--- src/rtl/xor_gate.sv ---
// xor_gate: combinational scalar XOR plus a registered vector XOR path with valid
// qualifier, saturating non-zero result counter and optional parity (XOR_GATE_PARITY_EN).
module xor_gate #(
  parameter int WIDTH = 8,
  parameter int CNT_W = 16
) (
  input  logic             A,
  input  logic             B,
  output logic             Y,
  input  logic             clk,
  input  logic             rst_n,
  input  logic             in_valid,
  input  logic [WIDTH-1:0] a_vec,
  input  logic [WIDTH-1:0] b_vec,
  output logic             out_valid,
  output logic [WIDTH-1:0] y_vec,
`ifdef XOR_GATE_PARITY_EN
  output logic             parity,
`endif
  output logic [CNT_W-1:0] diff_cnt,
  input  logic             clr_cnt
);

  localparam logic [CNT_W-1:0] CNT_MAX = {CNT_W{1'b1}};
  localparam logic [CNT_W-1:0] CNT_ONE = CNT_W'(1);

  logic             rel_q;
  logic             accept;
  logic [WIDTH-1:0] diff;

  assign Y = A ^ B;

  assign diff   = a_vec ^ b_vec;
  assign accept = in_valid & rel_q;

  // Release flop is the first stage; the datapath registers it gates form the
  // second, so the second rising edge after deassertion is the first one accepted.
  always_ff @(posedge clk or negedge rst_n) begin
    if (!rst_n) begin
      rel_q <= 1'b0;
    end else begin
      rel_q <= 1'b1;
    end
  end

  always_ff @(posedge clk or negedge rst_n) begin
    if (!rst_n) begin
      out_valid <= 1'b0;
      y_vec     <= '0;
    end else begin
      out_valid <= accept;
      if (accept) begin
        y_vec <= diff;
      end
    end
  end

`ifdef XOR_GATE_PARITY_EN
  always_ff @(posedge clk or negedge rst_n) begin
    if (!rst_n) begin
      parity <= 1'b0;
    end else if (accept) begin
      parity <= ^diff;
    end
  end
`endif

  // Clear wins over a same-cycle counting event; count holds at all-ones.
  always_ff @(posedge clk or negedge rst_n) begin
    if (!rst_n) begin
      diff_cnt <= '0;
    end else if (clr_cnt) begin
      diff_cnt <= '0;
    end else if (accept && (|diff) && (diff_cnt != CNT_MAX)) begin
      diff_cnt <= diff_cnt + CNT_ONE;
    end
  end

endmodule

--- config.mk ---
export PLATFORM = sky130hd
export DESIGN_NAME = xor_gate
export DESIGN_NICKNAME = d
export VERILOG_FILES = /design/src/rtl/xor_gate.sv
export SDC_FILE = /design/constraint.sdc
export NUM_CORES = 1
export LEC_CHECK = 0
export ABC_AREA = 1
export CAP_MARGIN = 5
export CORE_UTILIZATION = 50
export DETAILED_ROUTE_END_ITERATION = 10
export PLACE_DENSITY_LB_ADDON = 0.15
export SETUP_SLACK_MARGIN = 0.3
export SLEW_MARGIN = 20
export SYNTH_ARGS = -nofsm -noshare
export SYNTH_HDL_FRONTEND = slang
export SYNTH_SLANG_ARGS = --single-unit
--- constraint.sdc ---
create_clock -name clk -period 3.4 [get_ports clk]
set_input_delay 1.02 -clock clk [delete_from_list [all_inputs] [get_ports clk]]
set_output_delay 1.02 -clock clk [all_outputs]
set_load 0.01 [all_outputs]
==> run metrics <==
Ant. Diodes=0; Crit Path Max Fanout=1; initial core utilization=52.70%; final wirelength=approximately 3.6 mm; die area=3449 µm²; Leakage=1.069 nW; grt peak-use layer=met2; mean number of vias per cell=4.878; Pwr Density=297.6 nW/µm²; met2 usage=36.36%; Vert. Die Dim=between 50 and 60 µm; CTS tree=built; setup tns final=0 ns; post-DP HPWL=2.587 mm; Vias=1600; Tmin final=between 2 and 3 ns; Post-Syn Area=1609 µm²; Clock Path Buffers=2; # IOs=48; first drt pass iteration count=4; GRT Util Overall=22.19%; vias in the first global route=1403; clock transition at the registers of the reported paths=0.14 ns; CORE AREA=just over 3000 µm²; DP Area=between 2000 and 2500 µm²; Worst VDD drop=about 0.32 mV; cell count after synthesis=between 200 and 250; area of the multi-input gates=825.8 µm²; hold slack=about 0.50 ns; global-route wire length before repair=between 5 and 6 mm; antenna-violating nets left=0; Post-Syn Area per Cell=roughly 6.8 µm²; Nets=308; gpl congestion=a little under 0.8; crit path DAT=roughly 1.9 ns; post-synth cell types=25; layout cells sized above 1=4.930%; sequential-to-total area share from yosys stat=a little over 40%; grt met1 use=30.23%; row count=20; Layout Area Growth over Synthesis=34.53%; flops & latches, synth=26; CP Launch Type=input pin; initial antenna violation count=0; DRC=0; Post-CTS Setup Inserts=0; Final Max Tran Viols=0; net count after synthesis=258; drt wl/cell=between 10 and 15 µm; outcome=finished, final reports clean; period utilization=86.00%; RSZ-0062 raised after global routing=no; root buffer cell=clkbuf_4; min-delay worst type=flop to flop; fillcell total=282; Final setup viols=0; gr ovfl total=0; 1st-iter DRT viols=54; Setup crit end kind=output pin; clk sinks=26; Die X=around 59 µm; TritonCTS Buffers=3; Yosys warning count=0; Total Power=0.6443 mW; Clock Skew=between 0.003 and 0.004 ns; Port Buffer Count=47; H-tree Lvls=1; maxcap violations=0; Worst Path Class, Setup=input pin to output pin; met3 Use GR=4.615%; final core utilization=between 70% and 80%; Final Hold Fails=0; area occupied by registers=between 600 and 700 µm²; Max Fclk=~0.34 GHz; Design Area, Final=~2200 µm²; Worst Path Required=2.38 ns; worst skew pair latency=0.33 ns; largest net degree at the start of global routing=27
## through the flow
| step | cells | setup slack [ns] |
|---|---|---|
| 2_1_floorplan | 235 | 1.140 |
| 3_5_place_dp | 324 | 0.1955 |
| 6_report | 328 | 0.4761 |
| 5_1_grt | 328 | 0.4110 |
| 4_1_cts | 328 | 0.4636 |
| 3_3_place_gp | 324 | 0.2070 |
## routing by layer
metal	part of all wire [%]	wire, µm	up-vias
met5	0	0	-
met4	0.62	22	0
met3	4.8	171	4
met2	46	1652	41
met1	48	1727	727
li1	-	-	828
## cell type report
cell class / count / share of cell area (%)
inverter: 26 / 4.509
sequential: 26 / 30.06
timing repair buffer: 51 / 23.06
clock buffer: 4 / 1.676
tap: 44 / 2.543
multi-input combinational: 177 / 38.15
## worst max-delay path, cell delays in order
cell and delay (ns):
clkdlybuf4s50_1 0.47, xor2_1 0.14, dlygate4sd2_1 0.28
## synthesized netlist by cell type (all sizes together)
cell type / n / area [µm²]
nand3: 23 / 132.6
xor2: 6 / 52.55
buf: 4 / 27.52
nand4: 3 / 33.78
nor3b: 1 / 7.510
nor2: 29 / 123.9
conb: 1 / 3.750
ha: 1 / 12.51
o21ai: 9 / 45.04
nand2: 95 / 364.1
inv: 25 / 93.84
clkinv: 1 / 3.750
o21bai: 2 / 15.01
nor3: 4 / 20.02
dfrtp: 26 / 650.6
a21oi: 3 / 15.01
clkbuf: 2 / 7.510
## path summary, 6_finish.rpt
kind / slack (ns) / from / to / cells past startpoint
setup / recovery: 0.48 / A / Y / 3
hold / removal: 0.50 / y_vec[3] / y_vec[3] / 2
setup reg to reg: 1.65 / diff_cnt[0] / diff_cnt[5] / 8
hold reg to reg: 0.50 / y_vec[3] / y_vec[3] / 2
max in group asynchronous: 2.11 / rst_n / diff_cnt[6] / 2
min in group asynchronous: 1.04 / rst_n / y_vec[3] / 2
## cell families after synthesis
kind of cell               Yosys count  share of synthesized area, %
AOI/OAI and AO/OA                   14                         4.665
and+or+nand+nor                    155                         42.38
adders and majority gates            1                        0.7775
DFF                                 26                         40.44
xor gates and xnor gates             6                         3.266
other                                1                        0.2331
buffers and inverters               32                         8.242
## where the power goes
part | internal, mW | switching [mW]
logic | 0.0749 | 0.0674
clock network | 0.0656 | 0.0945
registers | 0.328 | 0.0135
total | 0.469 | 0.175
## layout by cell type, fill, tap and decap left out, types with 4 or more instances in the layout
cell type        synthesis  layout
nand3_1                 21      21
nand2_1                 94      94
buf_4                    1       4
inv_1                   25      25
o21ai_0                  9       9
xor2_1                   6       6
nor2_1                  27      27
clkdlybuf4s50_1          0      46
nor3_1                   4       4
dfrtp_1                 26      26
## state kept, by name, summed over array words and instances (netlist names)
name       flops
rel_q          1
diff_cnt      16
out_valid      1
y_vec          8
## timing repair
action / in CTS / in global routing
hold endpoints to repair: 0 / 0
resized for setup: 1 / 0
setup endpoints to repair: 1 / 0
hold buffers: 0 / 0
No activity file was read; power rests on OpenSTA's default activity.
